## config.mk

```make
export PLATFORM = sky130hd
export DESIGN_NAME = modulo_controle_varredura_flat
export DESIGN_NICKNAME = d
export VERILOG_FILES = /design/src/rtl/modulo_varredura_pkg.sv /design/src/rtl/modulo_controle_varredura_if.sv /design/src/rtl/modulo_contador_carga.sv /design/src/rtl/modulo_controle_varredura.sv /design/src/flat_wrapper.sv
export SDC_FILE = /design/constraint.sdc
export NUM_CORES = 1
export LEC_CHECK = 0
export ABC_CLOCK_PERIOD_IN_PS = 4900
export BUFFER_PORTS_ARGS = -buffer_cell sky130_fd_sc_hd__buf_2
export CORE_ASPECT_RATIO = 2
export CORE_UTILIZATION = 40
export DETAILED_ROUTE_END_ITERATION = 10
export SLEW_MARGIN = 15
export SYNTH_ARGS = -nofsm -noshare
export SYNTH_HDL_FRONTEND = slang
export SYNTH_SLANG_ARGS = --single-unit
export TNS_END_PERCENT = 20
```

## constraint.sdc

```tcl
create_clock -name clk -period 4.9 [get_ports clk]
set_input_delay 0.49 -clock clk [delete_from_list [all_inputs] [get_ports clk]]
set_output_delay 0.49 -clock clk [all_outputs]
set_load 0.1 [all_outputs]
```

## src/rtl/modulo_varredura_pkg.sv

```systemverilog
// Shared definitions for the display scan controller: FSM state encoding,
// post-reset timing defaults and the digit one-hot encoder.
package modulo_varredura_pkg;

  localparam int MAX_NDIG     = 8;
  localparam int DEF_PERIOD_C = 50000;
  localparam int DEF_BLANK_C  = 16;

  typedef enum logic [1:0] {
    ST_IDLE  = 2'd0,
    ST_ON    = 2'd1,
    ST_BLANK = 2'd2
  } scan_state_e;

  function automatic logic [MAX_NDIG-1:0] onehot(input logic [2:0] idx);
    return MAX_NDIG'(1) << idx;
  endfunction

endpackage

```

## src/rtl/modulo_controle_varredura_if.sv

```systemverilog
// Timing-configuration handshake between a host (master) and the scan
// controller (slave); a transfer happens on cfg_valid && cfg_ready.
interface modulo_controle_varredura_if #(
  parameter int PW = 20,
  parameter int BW = 8
);
  logic          cfg_valid;
  logic          cfg_ready;
  logic [PW-1:0] cfg_period;
  logic [BW-1:0] cfg_blank;

  modport master (output cfg_valid, cfg_period, cfg_blank, input cfg_ready);
  modport slave  (input cfg_valid, cfg_period, cfg_blank, output cfg_ready);
endinterface

```

## src/rtl/modulo_contador_carga.sv

```systemverilog
// Loadable synchronous down-counter with a zero flag; load wins over count
// and the value never wraps below zero.
module modulo_contador_carga #(
  parameter int W = 20
) (
  input  logic         clk,
  input  logic         clr,
  input  logic         load,
  input  logic [W-1:0] load_val,
  input  logic         en,
  output logic         zero
);
  logic [W-1:0] cnt_q, cnt_d;

  // NOTE: cnt_d takes a default before any branch so no path leaves it unassigned and no latch is inferred.
  always_comb begin
    cnt_d = cnt_q;
    if (load)                  cnt_d = load_val;
    else if (en && !zero)      cnt_d = cnt_q - W'(1);
  end

  // NOTE: flops use <= so every register samples pre-edge values regardless of process order.
  always_ff @(posedge clk) begin
    if (clr) cnt_q <= '0;
    else     cnt_q <= cnt_d;
  end

  assign zero = (cnt_q == '0);

endmodule

```

## src/rtl/modulo_controle_varredura.sv

```systemverilog
// Round-robin 7-segment scan controller with runtime timing reconfiguration.
// Optional digit skipping is built when SCAN_MASK_EN is defined.
module modulo_controle_varredura
  import modulo_varredura_pkg::*;
#(
  parameter int NDIG       = 4,
  parameter int PW         = 20,
  parameter int BW         = 8,
  parameter int DEF_PERIOD = DEF_PERIOD_C,
  parameter int DEF_BLANK  = DEF_BLANK_C
) (
  input  logic                    clk,
  input  logic                    clr,
  input  logic                    en,
`ifdef SCAN_MASK_EN
  input  logic [NDIG-1:0]         digit_mask,
`endif
  modulo_controle_varredura_if.slave cfg,
  output logic [$clog2(NDIG)-1:0] digit_sel,
  output logic [NDIG-1:0]         digit_en,
  output logic                    tick,
  output logic                    busy
);
  localparam int SW = $clog2(NDIG);

  scan_state_e         state_q, state_d;
  logic [SW-1:0]       sel_q, sel_d, next_sel;
  logic [NDIG-1:0]     den_q, den_d, mask;
  logic                tick_q, tick_d, busy_q, busy_d;
  logic [PW-1:0]       period_q, period_d, shadow_p_q, shadow_p_d, eff_period;
  logic [BW-1:0]       blank_q, blank_d, shadow_b_q, shadow_b_d;
  logic                pending_q, pending_d;
  logic                cnt_load, cnt_en, cnt_zero, enter_on, scan_on;
  logic [PW-1:0]       cnt_load_val;
  logic [MAX_NDIG-1:0] oh;

`ifdef SCAN_MASK_EN
  assign mask = digit_mask;
`else
  assign mask = '1;
`endif
  assign scan_on = en && (|mask);

  // Nearest enabled digit after cur (with wrap); keep_cur lets cur itself win first.
  function automatic logic [SW-1:0] pick_digit(input logic [SW-1:0] cur,
                                               input logic [NDIG-1:0] m,
                                               input logic keep_cur);
    logic [SW-1:0] r, idx;
    r = cur;
    for (int k = NDIG - 1; k >= 1; k--) begin
      idx = SW'((int'(cur) + k) % NDIG);
      if (m[idx]) r = idx;
    end
    if (keep_cur && m[cur]) r = cur;
    return r;
  endfunction

  always_comb begin
    state_d      = state_q;
    sel_d        = sel_q;
    den_d        = den_q;
    tick_d       = 1'b0;
    period_d     = period_q;
    blank_d      = blank_q;
    shadow_p_d   = shadow_p_q;
    shadow_b_d   = shadow_b_q;
    pending_d    = pending_q;
    cnt_load     = 1'b0;
    cnt_load_val = '0;
    enter_on     = 1'b0;
    next_sel     = sel_q;
    oh           = '0;
    eff_period   = pending_q ? shadow_p_q : period_q;

    if (!scan_on) begin
      state_d = ST_IDLE;
      den_d   = '0;
    end else begin
      case (state_q)
        ST_IDLE: begin
          enter_on = 1'b1;
          next_sel = pick_digit(sel_q, mask, 1'b1);
        end
        ST_ON: if (cnt_zero) begin
          if (blank_q != '0) begin
            state_d      = ST_BLANK;
            den_d        = '0;
            cnt_load     = 1'b1;
            cnt_load_val = PW'(blank_q - BW'(1));
          end else begin
            enter_on = 1'b1;
            next_sel = pick_digit(sel_q, mask, 1'b0);
          end
        end
        ST_BLANK: if (cnt_zero) begin
          enter_on = 1'b1;
          next_sel = pick_digit(sel_q, mask, 1'b0);
        end
        default: state_d = ST_IDLE;
      endcase
    end

    // Shadow timing lands on a digit boundary, or immediately while idle.
    if (pending_q && (enter_on || state_q == ST_IDLE)) begin
      period_d  = shadow_p_q;
      blank_d   = shadow_b_q;
      pending_d = 1'b0;
    end

    if (enter_on) begin
      state_d      = ST_ON;
      sel_d        = next_sel;
      oh           = onehot(3'(next_sel));
      den_d        = oh[NDIG-1:0];
      tick_d       = 1'b1;
      cnt_load     = 1'b1;
      cnt_load_val = (eff_period == '0) ? '0 : eff_period - PW'(1);
    end

    if (cfg.cfg_valid && !pending_q) begin
      shadow_p_d = cfg.cfg_period;
      shadow_b_d = cfg.cfg_blank;
      pending_d  = 1'b1;
    end

    busy_d = (state_d != ST_IDLE);
  end

  assign cnt_en = (state_q != ST_IDLE);

  modulo_contador_carga #(.W(PW)) u_cnt (
    .clk      (clk),
    .clr      (clr),
    .load     (cnt_load),
    .load_val (cnt_load_val),
    .en       (cnt_en),
    .zero     (cnt_zero)
  );

  always_ff @(posedge clk) begin
    if (clr) begin
      state_q    <= ST_IDLE;
      sel_q      <= '0;
      den_q      <= '0;
      tick_q     <= 1'b0;
      busy_q     <= 1'b0;
      period_q   <= PW'(DEF_PERIOD);
      blank_q    <= BW'(DEF_BLANK);
      shadow_p_q <= '0;
      shadow_b_q <= '0;
      pending_q  <= 1'b0;
    end else begin
      state_q    <= state_d;
      sel_q      <= sel_d;
      den_q      <= den_d;
      tick_q     <= tick_d;
      busy_q     <= busy_d;
      period_q   <= period_d;
      blank_q    <= blank_d;
      shadow_p_q <= shadow_p_d;
      shadow_b_q <= shadow_b_d;
      pending_q  <= pending_d;
    end
  end

  assign digit_sel     = sel_q;
  assign digit_en      = den_q;
  assign tick          = tick_q;
  assign busy          = busy_q;
  assign cfg.cfg_ready = !pending_q;

endmodule

```

## src/flat_wrapper.sv

```systemverilog
// flat-port wrapper written by rule: the top's interface ports become plain ports
module modulo_controle_varredura_flat import modulo_varredura_pkg::*;
#(
  parameter int NDIG       = 4,
  parameter int PW         = 20,
  parameter int BW         = 8,
  parameter int DEF_PERIOD = DEF_PERIOD_C,
  parameter int DEF_BLANK  = DEF_BLANK_C
)
  (clk, clr, en, digit_sel, digit_en, tick, busy, cfg_cfg_valid, cfg_cfg_period, cfg_cfg_blank, cfg_cfg_ready);
  modulo_controle_varredura_if #(.PW(PW), .BW(BW)) cfg_i ();
  input  logic clk;
  input  logic clr;
  input  logic en;
  output logic [$clog2(NDIG)-1:0] digit_sel;
  output logic [NDIG-1:0] digit_en;
  output logic tick;
  output logic busy;
  input wire logic [$bits(cfg_i.cfg_valid)-1:0] cfg_cfg_valid;
  input wire logic [$bits(cfg_i.cfg_period)-1:0] cfg_cfg_period;
  input wire logic [$bits(cfg_i.cfg_blank)-1:0] cfg_cfg_blank;
  output wire logic [$bits(cfg_i.cfg_ready)-1:0] cfg_cfg_ready;
  assign cfg_i.cfg_valid = cfg_cfg_valid;
  assign cfg_i.cfg_period = cfg_cfg_period;
  assign cfg_i.cfg_blank = cfg_cfg_blank;
  assign cfg_cfg_ready = cfg_i.cfg_ready;
  modulo_controle_varredura #(.NDIG(NDIG), .PW(PW), .BW(BW), .DEF_PERIOD(DEF_PERIOD), .DEF_BLANK(DEF_BLANK)) u_core (.clk(clk), .clr(clr), .en(en), .cfg(cfg_i), .digit_sel(digit_sel), .digit_en(digit_en), .tick(tick), .busy(busy));
endmodule
```

==> reports/results.txt, run 1 <==
status - finished clean
fin crit period - 3.53 ns
power per cell area - 360 nW/um^2
Initial Util - 0.408
combined area of the multi-input logic cells - 3010 um^2
top-area cell type share of the netlist area - 0.352
Die ar. - 12,800 um^2
vias in the first global route - 4,503
R2R Path End - u_core.u_cnt.cnt_q[19]
Syn Area/Cell - 8.08 um^2
FF+latch area - 1740 um^2
WL met2 - 7.49 mm
Post-CTS Resized - 0
hold buffers post-CTS - 0
Setup WS post-layout - 1.37 ns
total number of vias - 4,534
post-synthesis cell count - 612
Final TNS setup - 0 ns
antenna diode count - 0
htree depth - 3
crit path launch type - flop
post-DR wirelength/cell - 17.2 um
CTS Buffer Depth - 2
Met1 Routed Length - 5.08 mm
row count - 57
share of layout cells above drive strength 1 - 0.139
Async SR Flop Fraction - 0
CTS root buf - clkbuf_16
largest net degree at the start of global routing - 73
mapped cell area - 4950 um^2
clock transition at the registers of the reported paths - 0.07 ns
Synth Flop Type - dfxtp_1
Pleak - 2.16 nW
area leader, netlist - dfxtp_1
Max rail drop VDD - 0.337 mV
number of max-cap violations - 0
Final GP Congestion - 0.959
Syn Nets - 653
#FFs+latches synth - 87
FMAX - 0.283 GHz
Core Area - 12,100 um^2
max_slew headroom - 0.286
count leader, synth - dfxtp_1
unrepaired setup endpoints after global routing - false
PortBufs - 40
Hold Path Cell Cnt - 3
number of synthesized flops with an enable pin - 0
Final Skew - 0.00762 ns
area delta synth->final - 12.4%
cts bufs inserted - 9
initial antenna violation count - 0
crit share post-route - 0.720
postcts setup bufs - 0
total grt overflow - 0
Sink Count - 87
filler instances - 1,249
Synth area leaders - dfxtp_1 (35%), mux2i_1 (8.1%), nand2_1 (6.5%)
commonest cells in the netlist - dfxtp_1 (87), nand2_1 (85), nor2_1 (59)
Worst Hold Endpoint - u_core.shadow_b_q[7]
WL met3 - 302 um
IO Pins - 41
WL final - 13.5 mm
Worst Path Required - 5.11 ns
top sig layer - met4
Finish-stage setup viols - 0
GR Util All Layers - 0.225
CTS tree - yes
final hold vios - 0
worst min path class - in2reg
DRC - 0
R2R cell count - 8
Die Ht - 159 um
worst-path fanout max - 31
DR pass1 iterations - 4
clock latency on the worst-skew pair - 0.34 ns
DRT iter0 DRCs - 241
Unique masters post-synth - 73
Final HPWL DP - 10.3 mm
Util after Layout - 0.459
origin of the critical flop-to-flop path - u_core.pending_q
worst reg-to-reg setup slack - 1.37 ns
Arr. time, crit path - 3.74 ns
Layout Nets - 675
Syn. warnings - 0
CP Class - reg2reg
Post-Place Worst Slack - 1.43 ns
DR vias/cell - 5.77
sequential fraction of the synthesis area - 0.352
crit end category - flop
die width - 80.6 um
first-pass GRT wire length - 22.3 mm
measured slew at the worst slew-check pin - 1.07 ns
Hold Startpoint - cfg_cfg_blank[7]
Slew Limit Fails - 0
Routed Antenna Nets - 0
per-layer routing:
| metal | track usage | vias to the layer above |
|---|---|---|
| li1 | - | 2260 |
| met5 | 0 | - |
| met1 | 0.235 | 2136 |
| met2 | 0.408 | 97 |
| met3 | 0.0327 | 41 |
| met4 | 0.133 | 0 |
state kept, by name, indices dropped and copies added (netlist names), 2 cells and up:
signal / cells
u_core.shadow_b_q: 8
u_core.state_q: 2
u_core.digit_sel: 2
u_core.blank_q: 8
u_core.u_cnt.cnt_q: 20
u_core.period_q: 20
u_core.digit_en: 4
u_core.shadow_p_q: 20
cell type report:
cell class / count / area share
Multi-Input combinational cell: 474 / 0.541
Sequential cell: 87 / 0.314
Clock buffer: 10 / 0.0430
Timing Repair Buffer: 43 / 0.0401
Tap cell: 147 / 0.0331
Clock inverter: 6 / 0.0162
Inverter: 19 / 0.0128
worst max-delay path, cell delays in order, from the launching register on:
cell and delay, ns:
dfxtp_2 0.64, buf_4 0.43, clkinv_1 0.33, o31ai_1 0.74
and2_1 0.34, nor3b_1 0.26, xnor2_1 0.15, a21oi_1 0.09
a2111oi_0 0.39
logic make-up (layout without fill, tap and decap cells):
kind of cell	Yosys count	after routing	share of synthesized area
and+or+nand+nor	260	260	0.265
AOI/OAI and AO/OA	137	137	0.186
DFF	87	87	0.352
buffers and inverters	51	78	0.0422
muxes	42	42	0.0855
xor gates and xnor gates	26	26	0.0460
adders and majority gates	9	9	0.0228
where the power goes:
group	switching [mW]	total [mW]	internal [mW]
Clock	0.290	0.753	0.463
Combinational	0.266	0.431	0.165
Sequential	0.0619	0.818	0.756
Total	0.618	2.00	1.38
placed cells by master (no fill, tap or decap), types with 4 or more instances in the layout:
| master | n |
|---|---|
| a2111oi_0 | 4 |
| a211o_1 | 8 |
| a21o_1 | 5 |
| a21oi_1 | 57 |
| a22o_1 | 4 |
| buf_2 | 40 |
| clkbuf_16 | 9 |
| dfxtp_1 | 86 |
| ha_1 | 9 |
| inv_1 | 18 |
| mux2i_1 | 40 |
| nand2_1 | 85 |
| nand2b_1 | 7 |
| nand3_1 | 15 |
| nor2_1 | 59 |
| nor3_1 | 25 |
| nor3b_1 | 8 |
| nor4_1 | 13 |
| o21ai_0 | 10 |
| o31ai_1 | 5 |
| or2_2 | 4 |
| or3_1 | 11 |
| or3b_2 | 4 |
| xnor2_1 | 14 |
| xor2_1 | 12 |
worst max-delay path by stage:
| stage | endpoint | cells after the start | slack, ns | from |
|---|---|---|---|---|
| 5_1_grt | u_core.u_cnt.cnt_q[19] | 8 | 1.12 | u_core.pending_q |
| 3_5_place_dp | u_core.u_cnt.cnt_q[19] | 8 | 1.43 | u_core.pending_q |
| 3_3_place_gp | u_core.u_cnt.cnt_q[19] | 8 | 1.59 | u_core.pending_q |
| 6_report | u_core.u_cnt.cnt_q[19] | 8 | 1.37 | u_core.pending_q |
| 4_1_cts | u_core.u_cnt.cnt_q[19] | 8 | 1.41 | u_core.pending_q |
| 2_1_floorplan | u_core.u_cnt.cnt_q[18] | 12 | 1.20 | u_core.pending_q |
metrics by stage:
step / hold slack [ns] / power (mW) / std cells / cell area, um^2
4_1_cts: 0.375 / 2.01 / 786 / 5560
6_report: 0.380 / 2.00 / 786 / 5560
3_3_place_gp: 0.439 / 1.25 / 770 / 5230
2_1_floorplan: 0.436 / 1.14 / 612 / 4950
5_1_grt: 0.377 / 2.09 / 786 / 5560
3_5_place_dp: 0.452 / 1.26 / 770 / 5230
(Power assumes the default switching activity.)
==> inputs of run 2 (changes only) <==
Settings changed: ABC_CLOCK_PERIOD_IN_PS 4900 to 3100.
Clock period 4.9 ns to 3.1 ns, I/O delays scaled along.
==> reports/results.txt, run 2 (same netlist as run 1, synthesis figures left out) <==
IO Pins - 41 (unchanged)
final hold vios - 0 (unchanged)
GR Util All Layers - 0.224 (-0.00143)
total number of vias - 4,584 (+1.1%)
FMAX - 0.337 GHz (+19%)
CTS tree - yes
Worst Path Required - 3.34 ns (-1.77 ns)
cts bufs inserted - 9 (unchanged)
clock transition at the registers of the reported paths - 0.07 ns (about the same)
DRT iter0 DRCs - 202 (-16%)
crit path cell chain - or4_4 -> nor4bb_1 -> nand4_1 -> a31oi_2 -> buf_4 -> nand2b_1 -> a21oi_1 -> a2111oi_2
share of layout cells above drive strength 1 - 0.171 (+0.0320)
Pwr Total - 3.14 mW (+57%)
number of max-cap violations - 0 (unchanged)
vias in the first global route - 4,687 (+4.1%)
htree depth - 3 (unchanged)
Worst setup startpoint - u_core.u_cnt.cnt_q[11]
CTS root buf - clkbuf_16
top sig layer - met4
total grt overflow - 0 (unchanged)
largest net degree at the start of global routing - 40 (-45%)
antenna diode count - 0 (unchanged)
dpl cells - 782 (+1.6%)
Crit path largest cell delay - 0.61 ns (-0.13 ns)
CTS Buffer Depth - 2 (unchanged)
Placed Area - 5360 um^2 (+2.5%)
CP max-delay cell - or4_4
crit path launch type - flop
CP Class - reg2reg
Sink Count - 87 (unchanged)
most frequent cells in the layout - dfxtp_1 (86), nand2_1 (85), nor2_1 (59)
WL final - 13.4 mm (-0.88%)
Final Skew - 0.0124 ns (+0.00480 ns)
registers with the most flip-flops - u_core.period_q (20), u_core.shadow_p_q (20), u_core.u_cnt.cnt_q (20)
area delta synth->final - 15.8%
post-route insts no fill - 801 (+1.9%)
Final HPWL DP - 10.2 mm (-0.93%)
DR pass1 iterations - 4 (unchanged)
Routed Antenna Nets - 0 (unchanged)
hold_ws - 0.194 ns (-0.186 ns)
hold buffers post-CTS - 0 (unchanged)
initial antenna violation count - 0 (unchanged)
PortBufs - 40 (unchanged)
status - finished clean
Slew Limit Fails - 0 (unchanged)
Post-Layout Inst Area - 5730 um^2 (+3.1%)
die width - 80.6 um (unchanged)
first-pass GRT wire length - 22.4 mm (+0.15%)
origin of the critical flop-to-flop path - u_core.u_cnt.cnt_q[11]
Max rail drop VDD - 0.333 mV (-1.1%)
crit share post-route - 0.958 (+0.237)
DRC - 0 (unchanged)
Die ar. - 12,800 um^2 (unchanged)
Hold Startpoint - cfg_cfg_blank[7]
power per cell area - 548 nW/um^2 (+52%)
row count - 57 (unchanged)
worst-path fanout max - 7 (-77%)
Final GP Congestion - 0.893 (-6.8%)
Met1 Routed Length - 4.99 mm (-1.8%)
Util after Layout - 0.473 (+0.0140)
Die Ht - 159 um (unchanged)
crit end category - flop
clock latency on the worst-skew pair - 0.35 ns (about the same)
max_slew headroom - 0.299 (+0.0130)
Finish-stage setup viols - 0 (unchanged)
Layout Nets - 690 (+2.2%)
commonest non-fill, non-tap cell in the layout - dfxtp_1
fin crit period - 2.97 ns (-0.560 ns)
unrepaired setup endpoints after global routing - false
Core Area - 12,100 um^2 (unchanged)
measured slew at the worst slew-check pin - 1.05 ns (-0.0195 ns)
Initial Util - 0.408 (unchanged)
post-DR wirelength/cell - 16.7 um (-2.7%)
WL met3 - 349 um (+16%)
DR vias/cell - 5.72 (-0.79%)
Arr. time, crit path - 3.21 ns (-0.53 ns)
worst min path class - in2reg
Pleak - 2.23 nW (+3.2%)
WL met2 - 7.35 mm (-1.9%)
[run 2: cell types whose count changed in the layout (fill, tap and decap cells not counted), sizes merged]
cell	previous run	this run
buf	43	58
clkinvlp	1	3
bufinv	2	1
clkbuf	10	9
clkinv	2	1
inv	20	21
[run 2: through the flow]
step	setup slack [ns]	setup TNS [ns]
after detailed placement	0.114	0
after global routing	0.0100	0
after CTS	0.0828	0
final	0.131	0
after floorplan	-0.0449	-0.0578
after global placement	0.157	0
[run 2: layer usage]
layer / up-vias / track usage
met5: - / 0
met4: 0 / 0.138
met3: 52 / 0.0378
met2: 126 / 0.401
met1: 2122 / 0.232
li1: 2284 / -
[run 2: area by class of cell]
| cell class | count | area [um^2] |
|---|---|---|
| Fill cell | 1232 | 6390 |
| Multi-Input combinational cell | 474 | 3050 |
| Sequential cell | 87 | 1750 |
| Timing Repair Buffer | 58 | 373 |
| Clock buffer | 9 | 225 |
| Tap cell | 147 | 184 |
| Clock inverter | 7 | 78.8 |
| Inverter | 19 | 72.6 |
[run 2: path summary, 6_finish.rpt]
kind,to,slack (ns),cells past startpoint
min,u_core.shadow_b_q[7],0.19,3
min reg2reg,u_core.shadow_b_q[6],0.46,2
max,u_core.u_cnt.cnt_q[15],0.13,8
max reg2reg,u_core.u_cnt.cnt_q[15],0.13,8
[run 2: timing repair]
| action | in CTS | in global routing |
|---|---|---|
| endpoints found under the setup margin | 0 | 9 |
| gates resized for setup | 0 | 6 |
| buffers inserted | 0 | 3 |
[run 2: where the power goes]
group | internal (mW) | total [mW] | leakage [nW] | switching (mW)
logic | 0.293 | 0.725 | 1.38 | 0.432
registers | 1.19 | 1.29 | 0.713 | 0.0939
clock network | 0.633 | 1.13 | 0.139 | 0.492
[run 2: critical path, delay by kind of cell, from the launching register on]
family,cells,cell delay [ns]
simple gates,4,1.51
compound gates,3,0.77
flops,1,0.36
buf+inv,1,0.23
==> inputs of run 3 (changes only) <==
Settings changed: PLACE_DENSITY_LB_ADDON set to 0.3.
==> reports/results.txt, run 3 (same netlist as run 1, synthesis figures left out) <==
status - finished clean
Routed Antenna Nets - 0 (unchanged)
crit path cell chain - mux2i_2 -> ha_2 -> or4b_2 -> a21o_1 -> or2_2 -> nor3b_2 -> xnor2_1 -> a21oi_1 -> a2111oi_0
Post-CTS Resized - 0 (unchanged)
Final Skew - 0.0100 ns (-0.00242 ns)
number of max-cap violations - 0 (unchanged)
PortBufs - 40 (unchanged)
total grt overflow - 0 (unchanged)
origin of the critical flop-to-flop path - u_core.pending_q
area delta synth->final - 14.7%
WL final - 13.7 mm (+2.3%)
post-DR wirelength/cell - 17.1 um (+2.3%)
power per cell area - 542 nW/um^2 (-1.1%)
Die Ht - 159 um (unchanged)
unrepaired setup endpoints after global routing - false
DR pass1 iterations - 5 (+1)
postcts setup bufs - 0 (unchanged)
largest net degree at the start of global routing - 43 (+7.5%)
die width - 80.6 um (unchanged)
share of layout cells above drive strength 1 - 0.170 (-0.00153)
Finish-stage setup viols - 0 (unchanged)
Final HPWL DP - 10.2 mm (+0.31%)
htree depth - 3 (unchanged)
Pleak - 2.22 nW (-0.63%)
vias in the first global route - 4,627 (-1.3%)
antenna diode count - 0 (unchanged)
clock latency on the worst-skew pair - 0.35 ns (about the same)
registers with the most flip-flops - u_core.period_q (20), u_core.shadow_p_q (20), u_core.u_cnt.cnt_q (20)
initial antenna violation count - 0 (unchanged)
Worst Hold Endpoint - u_core.shadow_b_q[2]
row count - 57 (unchanged)
FMAX - 0.342 GHz (+1.5%)
Sink Count - 87 (unchanged)
Post-Place Worst Slack - 0.0527 ns (-0.0618 ns)
Core Area - 12,100 um^2 (unchanged)
commonest non-fill, non-tap cell in the layout - dfxtp_1
Gate power share - 0.237 (+0.006)
final hold vios - 0 (unchanged)
crit share post-route - 0.944 (-0.0141)
worst-path fanout max - 4 (-3)
Initial Util - 0.408 (unchanged)
Hold Path Cell Cnt - 3 (unchanged)
Die ar. - 12,800 um^2 (unchanged)
hold buffers post-CTS - 0 (unchanged)
Final GP Congestion - 0.892 (-0.15%)
CP Class - reg2reg
worst reg-to-reg setup slack - 0.17 ns (+0.04 ns)
total number of vias - 4,611 (+0.59%)
fin crit period - 2.93 ns (-0.0437 ns)
Pwr Total - 3.08 mW (-2.0%)
clock transition at the registers of the reported paths - 0.07 ns (about the same)
dpl cells - 785 (+0.38%)
crit path launch type - flop
Worst Path Required - 3.33 ns (about the same)
CTS root buf - clkbuf_16
Max rail drop VDD - 0.415 mV (+25%)
first-pass GRT wire length - 22.2 mm (-0.71%)
IO Pins - 41 (unchanged)
Hold Startpoint - cfg_cfg_blank[2]
most frequent cells in the layout - dfxtp_1 (86), nand2_1 (85), nor2_1 (59)
switching pwr - 1.03 mW (+1.4%)
Layout Nets - 690 (unchanged)
CP max-delay cell - or4b_2
Slew Limit Fails - 0 (unchanged)
Reg power frac - 0.418 (+0.008)
switching portion of total power - 0.336 (+0.0113)
cts bufs inserted - 9 (unchanged)
worst min path class - in2reg
R2R Path End - u_core.u_cnt.cnt_q[18]
DR vias/cell - 5.76 (+0.59%)
Arr. time, crit path - 3.16 ns (-0.05 ns)
internal power - 2.04 mW (-3.6%)
GR Util All Layers - 0.225 (+0.00110)
Clk pwr share - 0.345 (-0.014)
DRC - 0 (unchanged)
post-route insts no fill - 801 (unchanged)
Crit path largest cell delay - 0.61 ns (about the same)
Setup WS post-layout - 0.175 ns (+0.0437 ns)
DRT iter0 DRCs - 303 (+50%)
max_slew headroom - 0.386 (+0.0870)
measured slew at the worst slew-check pin - 0.919 ns (-0.128 ns)
crit end category - flop
CTS tree - yes
R2R cell count - 9 (+1)
CTS Buffer Depth - 2 (unchanged)
## run 3: cell count changes in the layout (fill, tap and decap cells not counted), sizes merged
cell	before	now
inv	21	22
bufinv	1	0
## run 3: how the worst max path moves through the flow
stage | from | to | slack [ns] | cells past startpoint
4_1_cts | u_core.u_cnt.cnt_q[0] | u_core.period_q[4] | 0.03 | 10
5_1_grt | u_core.u_cnt.cnt_q[11] | u_core.u_cnt.cnt_q[6] | 0.01 | 6
6_report | u_core.pending_q | u_core.u_cnt.cnt_q[18] | 0.17 | 9
2_1_floorplan | u_core.pending_q | u_core.u_cnt.cnt_q[18] | -0.04 | 12
3_5_place_dp | u_core.u_cnt.cnt_q[0] | u_core.period_q[4] | 0.05 | 10
3_3_place_gp | u_core.u_cnt.cnt_q[0] | u_core.period_q[8] | 0.11 | 10
## run 3: metrics by stage
step / hold WS [ns] / utilization / TNS (ns) / area (um^2)
2_1_floorplan: 0.436 / - / -0.0578 / 4980
3_3_place_gp: 0.440 / 0.443 / 0 / 5370
3_5_place_dp: 0.449 / 0.443 / 0 / 5370
4_1_cts: 0.185 / 0.467 / 0 / 5660
5_1_grt: 0.190 / 0.468 / 0 / 5680
6_report: 0.193 / 0.468 / 0 / 5680
## run 3: layer usage
metal	up-vias	routed length (um)	global-route usage
met2	118	7410	0.401
li1	2285	-	-
met1	2170	5150	0.225
met3	38	440	0.0424
met4	0	699	0.153
met5	-	0	0
## run 3: critical path: cells and delay by family (launching register included)
kind / cells / cell delay (ns)
AO/OA/AOI/OAI: 3 / 0.63
XOR/XNOR: 1 / 0.14
adder cells (fa/ha/maj): 1 / 0.25
flip-flops: 1 / 0.37
multiplexers: 1 / 0.30
AND/OR/NAND/NOR: 3 / 1.13
## run 3: power by group through the flow
stage / combinational [mW] / clock, mW / sequential (mW)
2_1_floorplan: 0.518 / 0 / 1.30
3_3_place_gp: 0.703 / 0 / 1.30
3_5_place_dp: 0.714 / 0 / 1.31
4_1_cts: 0.719 / 1.08 / 1.28
5_1_grt: 0.791 / 1.13 / 1.30
6_report: 0.730 / 1.06 / 1.29
## run 3: layout make-up
class                   count  area (um^2)
fillers                  1234         6450
multi-input cells         474         3040
flip-flops and latches     87         1740
repair buffers             58          348
clock buffers               9          225
well taps                 147          184
inverters                  19         72.6
clock inverters             7         62.6
